File: src/rtl/aes_pkg.sv
// +----------------------------------------------------------------------+
// | aes_pkg                                                              |
// | Shared AES types, FSM encoding and GF(2^8) helpers for MixColumns.   |
// | Revision: 1.0                                                        |
// +----------------------------------------------------------------------+
`default_nettype none

package aes_pkg;

    localparam logic [7:0] c_aes_poly = 8'h1B;

    localparam logic [1:0] c_st_idle = 2'd0;
    localparam logic [1:0] c_st_busy = 2'd1;
    localparam logic [1:0] c_st_done = 2'd2;

    typedef enum logic [1:0] {
        ST_IDLE = c_st_idle,
        ST_BUSY = c_st_busy,
        ST_DONE = c_st_done
    } state_e;

    typedef logic [31:0] col_t;

    function automatic logic [7:0] xtime(input logic [7:0] b);
        return {b[6:0], 1'b0} ^ (b[7] ? c_aes_poly : 8'h00);
    endfunction

    function automatic logic [7:0] mul3(input logic [7:0] b);
        return xtime(b) ^ b;
    endfunction

endpackage

`default_nettype wire

File: src/rtl/mix_column32.sv
// +----------------------------------------------------------------------+
// | mix_column32                                                         |
// | Combinational forward AES MixColumns of one 32-bit column.           |
// | Revision: 1.0                                                        |
// +----------------------------------------------------------------------+
`default_nettype none

module mix_column32
    import aes_pkg::*;
(
    input  logic [31:0] i_col,
    output logic [31:0] o_col
);

    logic [7:0] w_a0, w_a1, w_a2, w_a3;

    assign w_a0 = i_col[31:24];
    assign w_a1 = i_col[23:16];
    assign w_a2 = i_col[15:8];
    assign w_a3 = i_col[7:0];

    assign o_col = {
        xtime(w_a0) ^ mul3(w_a1) ^ w_a2        ^ w_a3,
        w_a0        ^ xtime(w_a1) ^ mul3(w_a2) ^ w_a3,
        w_a0        ^ w_a1        ^ xtime(w_a2) ^ mul3(w_a3),
        mul3(w_a0)  ^ w_a1        ^ w_a2        ^ xtime(w_a3)
    };

endmodule

`default_nettype wire

File: src/rtl/mix_columns_seq.sv
// +----------------------------------------------------------------------+
// | mix_columns_seq                                                      |
// | Handshaked AES MixColumns over a 128-bit state, one column per cycle;|
// | MIX_COLUMNS_SEQ_FAST_EN computes all four columns in a single cycle. |
// | Revision: 1.0                                                        |
// +----------------------------------------------------------------------+
`default_nettype none

module mix_columns_seq
    import aes_pkg::*;
(
    input  logic         clk,
    input  logic         rst,
    input  logic         in_valid,
    output logic         in_ready,
    input  logic [127:0] in,
    output logic         out_valid,
    input  logic         out_ready,
    output logic [127:0] out
);

    state_e       r_fsm;
    logic [127:0] r_state;
    logic [127:0] r_out;

    assign in_ready  = (r_fsm == ST_IDLE);
    assign out_valid = (r_fsm == ST_DONE);
    assign out       = r_out;

`ifdef MIX_COLUMNS_SEQ_FAST_EN
    logic [127:0] w_mixed;

    generate
        for (genvar g = 0; g < 4; g++) begin : g_col
            mix_column32 u_mix (
                .i_col (r_state[127-32*g -: 32]),
                .o_col (w_mixed[127-32*g -: 32])
            );
        end
    endgenerate

    always_ff @(posedge clk) begin
        if (rst) begin
            r_fsm   <= ST_IDLE;
            r_state <= 128'h0;
            r_out   <= 128'h0;
        end else begin
            case (r_fsm)
                ST_IDLE: if (in_valid) begin
                    r_state <= in;
                    r_fsm   <= ST_BUSY;
                end
                ST_BUSY: begin
                    r_out <= w_mixed;
                    r_fsm <= ST_DONE;
                end
                ST_DONE: if (out_ready) r_fsm <= ST_IDLE;
                default: r_fsm <= ST_IDLE;
            endcase
        end
    end
`else
    logic [1:0] r_cnt;
    col_t       w_col_in;
    col_t       w_col_out;

    // Column 0 is the most significant word of the state.
    always_comb begin
        w_col_in = r_state[127:96];
        case (r_cnt)
            2'd0: w_col_in = r_state[127:96];
            2'd1: w_col_in = r_state[95:64];
            2'd2: w_col_in = r_state[63:32];
            2'd3: w_col_in = r_state[31:0];
            default: w_col_in = r_state[127:96];
        endcase
    end

    mix_column32 u_mix (
        .i_col (w_col_in),
        .o_col (w_col_out)
    );

    always_ff @(posedge clk) begin
        if (rst) begin
            r_fsm   <= ST_IDLE;
            r_cnt   <= 2'd0;
            r_state <= 128'h0;
            r_out   <= 128'h0;
        end else begin
            case (r_fsm)
                ST_IDLE: if (in_valid) begin
                    r_state <= in;
                    r_cnt   <= 2'd0;
                    r_fsm   <= ST_BUSY;
                end
                ST_BUSY: begin
                    case (r_cnt)
                        2'd0: r_out[127:96] <= w_col_out;
                        2'd1: r_out[95:64]  <= w_col_out;
                        2'd2: r_out[63:32]  <= w_col_out;
                        2'd3: r_out[31:0]   <= w_col_out;
                        default: r_out[127:96] <= w_col_out;
                    endcase
                    r_cnt <= r_cnt + 2'd1;
                    if (r_cnt == 2'd3) r_fsm <= ST_DONE;
                end
                ST_DONE: if (out_ready) r_fsm <= ST_IDLE;
                default: r_fsm <= ST_IDLE;
            endcase
        end
    end
`endif

endmodule

`default_nettype wire

File: config.mk
export PLATFORM = sky130hd
export DESIGN_NAME = mix_columns_seq
export DESIGN_NICKNAME = d
export VERILOG_FILES = /design/src/rtl/aes_pkg.sv /design/src/rtl/mix_column32.sv /design/src/rtl/mix_columns_seq.sv
export SDC_FILE = /design/constraint.sdc
export NUM_CORES = 1
export LEC_CHECK = 0
export ABC_AREA = 1
export CORE_MARGIN = 4
export CORE_UTILIZATION = 47
export CTS_CLUSTER_DIAMETER = 60
export CTS_CLUSTER_SIZE = 16
export DETAILED_ROUTE_END_ITERATION = 12
export PLACE_DENSITY_LB_ADDON = 0.2
export SLEW_MARGIN = 20
export SYNTH_ARGS = -nofsm -noshare
export SYNTH_HDL_FRONTEND = slang
export SYNTH_SLANG_ARGS = --single-unit
File: constraint.sdc
create_clock -name clk -period 1.9 [get_ports clk]
set_input_delay 0.285 -clock clk [delete_from_list [all_inputs] [get_ports clk]]
set_output_delay 0.285 -clock clk [all_outputs]
set_load 0.05 [all_outputs]
==> summary by stage, run 1 <==
Outcome
The flow ran to the end, but the final reports show violations. The checks that failed: setup timing.

Logic synthesis
The share of synthesized area spent on multiplexers is 0%. In this run the cell area of the synthesized design comes to 12,500 um2. The number of instances in the synthesized netlist is 1,900. Dividing the synthesized area by the synthesized cell count gives 6.60 um2. The share of synthesized area in the top cell type comes to 41.5%. Summing the areas of all xor and xnor instances in the mapped netlist gives 0.140% of the synthesized area.

The sequential share of the synthesized area is 41.5%. During synthesis, Yosys emitted a total of 0 warnings. After synthesis, the largest family of logic cells by area is simple AND/OR/NAND/NOR gates. The basic-gate share of the synthesized area counting and, or, nand and nor cells is 33.8%. Of the total synthesized cell area, the portion taken by full adders, half adders and majority gates is 0.499%.

The number of synthesized register bits is 260. The compound-cell area share of the yosys netlist is 16.5%. The post-synthesis cell type count is 31. Ranked by total cell area, the synthesized netlist is headed by dfxtp_1, nand2_1, nor2_1, o21ai_0, nand3_1.

dfxtp_1 takes more of the synthesized area than any other cell. The synthesized net count is 2,037.

Layout
The register area is 5210 um2. The post-route standard cell area excluding fillers is 18,600 um2. For this run, the post-layout net count is 2,406. The fill cell instance count of the final layout is 2,210. Excluding fillers, the count of instances in the completed layout stands at 2,615. Summing all multi-input logic gate instances after layout gives 7380 um2.

The fraction of final layout cells with drive strength greater than 1 is 22.6%. The final antenna diode count is 0. The signed area change from the synthesized netlist to the final layout is 48.2%.

Timing
The final cycle utilization of the critical path is 115%. The minimum period implied by the final worst setup slack is 2190 ps. Clock skew on the completed layout was measured at 17.1 ps. The relative slew slack is 63.0%. The number of max-slew violations in the final report is 0. In the final timing run, aggregate negative setup slack is -30,670 ps. Setup repair after global routing could not meet its margin everywhere. Setup violations remaining at the end of the flow were counted as 180. In the post-route analysis, the smallest setup slack over all paths is -287 ps. For the pin with the worst max-slew slack, the measured transition is 554 ps. The final hold violation count came to 0. Derived from the worst setup path, the maximum achievable clock frequency is 0.457 GHz.

Worst setup path
The arrival time at the worst endpoint is 2620 ps. The cell that appears most often on the critical path is nand2_1. The delay of the slowest cell on the worst path is 410 ps. The classification of the worst setup path is reg -> reg. The slowest stage of the critical path belongs to the cell dfxtp_4. In this run the worst path has a maximum fanout of 8. Traced cell by cell, the critical path runs through ha_4 -> buf_12 -> buf_4 -> nand2_1 -> nand2_2 -> nor2_1 -> nor2_1 -> buf_4 -> nand2_1 -> nand2_1 -> nand2_1 -> nand3_1 -> buf_6 -> nand3_1 -> nand2_1 -> inv_1. The data required time at the worst endpoint is 2330 ps. The type of element launching the critical path is a flop. STA classifies the critical path endpoint as a flop.

Worst hold path
The worst hold path belongs to the class in -> reg.

Clocking
The source-to-sink clock delay at the later pin of the worst-skew pair is 530 ps. The root buffer cell chosen for the clock tree is clkbuf_16. The tree built by TritonCTS fans out to 260 sinks. The H-tree level count is 1. The largest buffer count on any clock path is 3. The TritonCTS clock tree is yes. Clock-pin slew was measured on the worst setup and hold paths at 70 ps. TritonCTS created 23 clock buffers.

Floorplanning
After floorplanning, the core was divided into 59 placement rows. The number of ports placed on the die boundary is 262. The initial cell density of the core is 48.0%. Measured along the x axis, the die boundary spans 171 um. From bottom edge to top edge, the die measures 171 um. The core region is 26,100 um2.

The floorplan step defined a die boundary enclosing 29,300 um2.

Pwr
The power density over cell area is 940 nW/um2. Summed over all cells, the static leakage comes to 9.25 nW. The total power is 17.5 mW. The worst-case vdd ir drop is 496 uV.

Routing
The residual DRC count is 0. The vias after detailed routing is 13,600. The number of nets with antenna violations after routing is 0. The first detailed-routing pass took 5 iterations.

For this block, the routed nets add up to 43.7 mm of wire. The average wire per cell in the routed design is 16.7 um. The initial DRC count is 1,027. The via-per-instance ratio is 5.22.

Global routing
The pin count of the biggest net entering global routing is 102. Global routing used 28.3% of the available tracks across all layers. The first-pass GRT wire length is 66.7 mm.

The via count of the first global-routing pass is 12,700. The initial antenna violation count was 0. The final global-route overflow total is 0.

Placed design
The detailed placer's ending HPWL is 32.4 mm. The post-place instance area is 16,500 um2. The post-placement worst setup slack is -573 ps. In this run, placement finished with an instance count of 2,551. The weighted congestion at the end of routability-driven global placement is 0.933.

The count of buffers added on input and output ports is 261.

Run
Max-cap violations in this run came to 0.
==> placed cells by master, fill, tap and decap left out, types with 7 or more instances in the layout <==
| cell | instances |
|---|---|
| nor2_1 | 305 |
| inv_2 | 7 |
| o21bai_4 | 7 |
| o21a_1 | 85 |
| o21bai_1 | 10 |
| a21oi_1 | 40 |
| inv_1 | 121 |
| buf_12 | 19 |
| buf_6 | 19 |
| dfxtp_1 | 258 |
| o21ai_0 | 175 |
| a21oi_2 | 17 |
| nand3_1 | 103 |
| dlymetal6s2s_1 | 40 |
| nand3_4 | 7 |
| nand3_2 | 25 |
| nand2_1 | 413 |
| clkbuf_16 | 23 |
| clkdlybuf4s50_1 | 183 |
| dlygate4sd2_1 | 23 |
| nor2_2 | 24 |
| nor2_4 | 15 |
| nand2_4 | 18 |
| nand2_2 | 140 |
| buf_4 | 152 |
==> cell type report <==
cell class              instances  area share (%)
inverters                     134            2.85
repair buffers                440            23.4
multi-input cells            1410            39.7
well taps                     335            2.26
clock inverters                 9           0.424
clock buffers                  27            3.34
flip-flops and latches        260            28.1
==> synthesized netlist by cell type (all sizes together) <==
| master | instances |
|---|---|
| a211oi | 1 |
| o21bai | 22 |
| nor3 | 1 |
| dfxtp | 260 |
| a21o | 1 |
| ha | 5 |
| a21oi | 57 |
| clkbuf | 61 |
| xnor2 | 2 |
| inv | 134 |
| o21ai | 184 |
| nor2 | 344 |
| nand3b | 1 |
| nand4 | 1 |
| nand2 | 571 |
| o21a | 85 |
| nand3 | 135 |
| buf | 35 |
==> power by group <==
part           switching (mW)  internal (mW)  total, mW
logic                    4.19           2.70       6.89
clock network            2.14           2.36       4.50
registers               0.243           5.83       6.07
total                    6.57           10.9       17.5
==> worst max-delay path, delay by kind of cell, from the launching register on <==
| family | cells | cell delay, ps |
|---|---|---|
| adder cells (fa/ha/maj) | 1 | 200 |
| buffers and inverters | 5 | 590 |
| flip-flops | 1 | 410 |
| AND/OR/NAND/NOR | 10 | 900 |
==> metrics by stage <==
step / util [%] / hold WS [ps]
after floorplan: - / 354
after global placement: 63.1 / 444
after detailed placement: 63.1 / 450
after CTS: 68.5 / 360
after global routing: 71.1 / 379
final: 71.1 / 369
==> registers in the layout, summed over array words and instances, names as in the netlist <==
register,cells
r_state,128
r_fsm,2
r_cnt,2
out,128
==> layer usage <==
layer / up-vias / share of wire, % / global-route usage (%)
met3: 77 / 6.0 / 3.63
met1: 6323 / 43 / 38.3
met4: 0 / 3.2 / 8.58
met5: - / 0 / 0
met2: 462 / 48 / 47.5
li1: 6781 / - / -
==> repair_timing <==
action                     4_1_cts  5_1_grt
setup endpoints to repair      243      220
pin swaps                       36       71
hold buffers                     0        0
cloned                           2        0
gates resized for setup        198      181
buffers inserted                17       11
==> worst paths after layout <==
| kind | slack, ps | cells after the start | startpoint | endpoint |
|---|---|---|---|---|
| worst max-delay path | -290 | 16 | r_cnt[0]$_SDFFE_PP0P_ | out[50]$_SDFFE_PP0P_ |
| worst min register to register | 470 | 2 | r_state[21]$_SDFFE_PP0P_ | r_state[21]$_SDFFE_PP0P_ |
| worst max register to register | -290 | 16 | r_cnt[0]$_SDFFE_PP0P_ | out[50]$_SDFFE_PP0P_ |
| worst min-delay path | 370 | 3 | in[12] | r_state[12]$_SDFFE_PP0P_ |
==> cell families after synthesis <==
family,count (synthesis)
compound gates,350
xor+xnor,2
fa+ha+maj,5
buf+inv,230
flops,260
simple gates,1053
(Power assumes the default switching activity.)
==> run 2, diff against run 1 <==
--- a/config.mk
+++ b/config.mk
@@ -5,9 +5,8 @@
 export SDC_FILE = /design/constraint.sdc
 export NUM_CORES = 1
 export LEC_CHECK = 0
-export ABC_AREA = 1
 export CORE_MARGIN = 4
-export CORE_UTILIZATION = 47
+export CORE_UTILIZATION = 45
 export CTS_CLUSTER_DIAMETER = 60
 export CTS_CLUSTER_SIZE = 16
 export DETAILED_ROUTE_END_ITERATION = 12
==> constraint.sdc (replaced) <==
create_clock -name clk -period 1.9 [get_ports clk]
set_input_delay 0.285 -clock clk [delete_from_list [all_inputs] [get_ports clk]]
set_output_delay 0.285 -clock clk [all_outputs]
set_load 0.01 [all_outputs]
==> run 2 against run 1 <==
  * The flow still finishes with violations (setup timing)
  * Fmax is 19% lower
  * Sequential power is 2% lower
  * Design area is 8.7% lower
  * Die area is 8.4% lower
  * Count of clock-buffer cells in the layout is 5 lower
  * Synthesized area is 13% lower
  * Routed wire length is 12% lower
  * Clock power is 12% lower
  * Total power is 22% lower
  * Non-clock buffer count is 13 higher
  * Sequential share of layout area is 2.7 points higher
  * Critical endpoint is now out[89]$_SDFFE_PP0P_
==> summary by stage, run 2 <==
Outcome
The flow ran to the end, but the final reports show violations. The checks that failed: setup timing.

Routing
The initial DRC count is 1,027 (unchanged). The number of iterations in the first detailed-routing pass is 9 (+4). The number of nets with antenna violations after routing came to 0 (unchanged). The vias after detailed routing is 10,700 (-22%).

The via-per-instance ratio is 5.54 (+6.2%). The average wire per cell in the routed design is 20.0 um (+20%). The residual DRC count is 0 (unchanged). The total length of routed wires is 38.6 mm (-12%).

Logic synthesis
The share of flip-flops with an asynchronous set or reset is 0% (unchanged). The number of synthesized flops with an enable pin is 0 (unchanged). The dominant register cell in the synthesized netlist is dfxtp_1. The post-synthesis cell type count was 28 (-9.7%).

The synthesized net count is 1,362 (-33%). The most used standard cell by instance count after synthesis is nand2_1. The area share of the leading cell type in the synthesized netlist is 47.6% (+6.1 points). The synthesized area is 10,900 um2 (-13%).

The average instance area after synthesis is 8.93 um2 (+35%). The number of warnings printed during yosys synthesis was 0 (unchanged). By area the synthesized netlist is led by dfxtp_1, nand2_1, xnor2_1, a22o_1, a21oi_1. The number of instances in the synthesized netlist came to 1,225 (-36%). The sequential share of the synthesized area is 47.6% (+6.1 points).

The number of synthesized register bits came to 260 (unchanged). The synthesized design spends more area on one cell type than any other, namely dfxtp_1. Ranked by instance count, the synthesized netlist is headed by nand2_1, dfxtp_1, a21oi_1.

Worst setup path
The sort of element at the end of the critical path is a flop. For this design, the slowest cell found on the critical path is dfxtp_4. Traced cell by cell, the critical path runs through inv_4 -> ha_4 -> buf_6 -> a222oi_1 -> buf_4 -> xor2_1 -> buf_4 -> xor2_1 -> o21ai_1 -> xnor2_1 -> buf_4 -> a22o_1. The total buffers and inverters traversed by the critical path is 5 (unchanged).

The origin of the critical flop-to-flop path is r_cnt[1]$_SDFFE_PP0P_. By instance count, the cell type seen most on the critical path is buf_4. The arrival time at the worst endpoint is 3110 ps (+490 ps). The biggest fanout along the worst timing path is 6 (-2). The kind of cell with the highest combined delay along the critical path is buffers and inverters.

The delay of the slowest cell on the worst path is 400 ps (about the same). The most critical setup path has its startpoint at r_cnt[1]$_SDFFE_PP0P_. The worst setup path is of the reg -> reg kind. The worst setup path is launched from a flop. The data required time at the worst endpoint is 2290 ps (-40 ps).

Placed design
The weighted congestion at the end of routability-driven global placement came to 0.968 (+3.7%). The post-placement worst setup slack is -922 ps (-349 ps). The post-place instance area came to 15,000 um2 (-9.1%). The number of buffers inserted by port buffering is 261 (unchanged). The detailed placer's ending HPWL came to 26.4 mm (-19%).

Pwr
The worst-case vdd ir drop is 463 uV (-6.8%). The clock network fraction of design power is 29.2% (+3.4 points). The sequential cell fraction of total power is 43.7% (+8.9 points).

The power density over cell area is 803 nW/um2 (-15%). The internal power was 9.58 mW (-12%). The total power came to 13.6 mW (-22%). The portion of total power attributed to combinational logic is 27.1% (-12 points). The switching power came to 4.04 mW (-39%). The leakage power is 6.63 nW (-28%). The fraction of power spent switching nets is 29.7% (-8.0 points).

Timing
The minimum period implied by the final worst setup slack is 2710 ps (+528 ps). The highest clock rate is 0.368 GHz (-19%). The worst clock skew is 10.2 ps (-6.94 ps). The final cycle utilization of the critical path is 143% (+28 points). Setup repair after global routing could not meet its margin everywhere. The final hold violation count is 0 (unchanged). The slew at the pin closest to its max-slew limit is 804 ps (+250 ps). The worst hold-check slack is 313 ps (-56.1 ps).

The number of setup violations in the final report is 128 (-29%). The relative slew slack is 46.3% (-17 points). The slack of the critical path is -815 ps (-528 ps). The number of max-slew violations in the final report came to 0 (unchanged).

Worst hold path
The startpoint of the tightest hold check path is rst. The class of the tightest hold or removal check is in -> reg.

Clocking
The largest buffer count on any clock path is 3 (unchanged). The source-to-sink clock delay at the later pin of the worst-skew pair is 510 ps (-20 ps). In this run the clock root is driven by a clkbuf_16.

The count of hold-fix buffers inserted at cts is 0 (unchanged). The CTS sink count is 260 (unchanged). The post-CTS clock slew at the launch and capture registers of the worst setup and hold paths was 70 ps (about the same). The H-tree level count is 1 (unchanged). The number of buffers created by CTS is 21 (-8.7%). The TritonCTS clock tree is yes.

Run
The number of max-cap violations is 0 (unchanged).

Layout
The fill cell instance count of the final layout is 1,756 (-21%). In the layout the commonest cells are nand2_1, clkdlybuf4s50_1, dfxtp_1. The post-route standard cell area excluding fillers was 17,000 um2 (-8.7%). The fraction of final layout cells with drive strength greater than 1 is 21.9% (-0.67 points). The final antenna diode count is 0 (unchanged). Relative to the synthesized area, the layout overhead comes to 55.0%.

Leaving out fill and tap cells, the most frequent cell in the layout is nand2_1. The number of nets in the finished design came to 1,739 (-28%).

Global routing
The global-route usage over all layers is 26.3% (-2.0 points). The initial antenna violation count is 0 (unchanged). The via count of the first global-routing pass is 10,200 (-19%). The first-pass GRT wire length is 56.5 mm (-15%). The pin count of the biggest net entering global routing is 134 (+31%). The final global-route overflow total is 0 (unchanged).

Floorplanning
The cell row count is 56 (-5.1%). The height of the die is 164 um (-4.3%). The width of the die is 164 um (-4.3%). The core area is 23,700 um2 (-9.4%). The overall die area was 26,900 um2 (-8.4%). The initial cell density of the core is 46.2% (-1.8 points). The number of ports placed on the die boundary is 262 (unchanged).
run 2: repair_timing:
action / in CTS / in global routing
endpoints found under the setup margin: 130 / 128
cloned: 2 / 0
pin swaps: 77 / 53
setup buffers: 36 / 19
resized for setup: 122 / 48
run 2: power by group through the flow:
stage / registers [mW] / logic (mW) / clock network (mW)
floorplan: 6.05 / 1.53 / 0
global placement: 6.05 / 2.98 / 0
detailed placement: 6.06 / 3.02 / 0
CTS: 5.93 / 3.49 / 4.04
global route: 5.97 / 3.88 / 4.24
finish: 5.95 / 3.69 / 3.98
run 2: cell families after synthesis:
logic type	Yosys count	share of synthesized area, %
AO/OA/AOI/OAI	336	20.8
XOR/XNOR	173	13.9
adder cells (fa/ha/maj)	5	0.572
buffers and inverters	103	3.95
flip-flops	260	47.6
multiplexers	17	1.61
AND/OR/NAND/NOR	331	11.5
run 2: worst min-delay path, cell delays in order:
cell and delay [ps]:
buf_4 150, a21oi_2 70, buf_4 160, nand2_1 60, o21ai_1 50
run 2: final timing paths:
path                                             end  slack, ps  depth (start not counted)
worst max-delay path            out[89]$_SDFFE_PP0P_       -810                         12
worst min-delay path            out[87]$_SDFFE_PP0P_        310                          5
worst max register to register  out[89]$_SDFFE_PP0P_       -810                         12
worst min register to register  out[93]$_SDFFE_PP0P_        450                          2
run 2: cell type report:
class / count / area (um2) / area share (%)
clock inverters: 5 / 42.5 / 0.251
clock buffers: 22 / 539 / 3.18
multi-input cells: 862 / 6370 / 37.5
well taps: 319 / 399 / 2.35
repair buffers: 453 / 4380 / 25.8
flip-flops and latches: 260 / 5210 / 30.7
inverters: 4 / 20.0 / 0.118
run 2: through the flow:
stage	TNS [ps]	util, %	instances
floorplan	-53640	-	1225
global route	-94760	71.6	1925
CTS	-73910	70.0	1912
detailed placement	-89320	63.3	1854
finish	-87760	71.6	1925
global placement	-82640	63.3	1854
run 2: metal layers:
| metal | up-vias | wire length [um] | GRT usage, % |
|---|---|---|---|
| li1 | 4937 | - | - |
| met4 | 0 | 1730 | 8.96 |
| met3 | 119 | 2800 | 3.71 |
| met2 | 524 | 18300 | 45.0 |
| met1 | 5081 | 15700 | 34.3 |
| met5 | - | 0 | 0 |
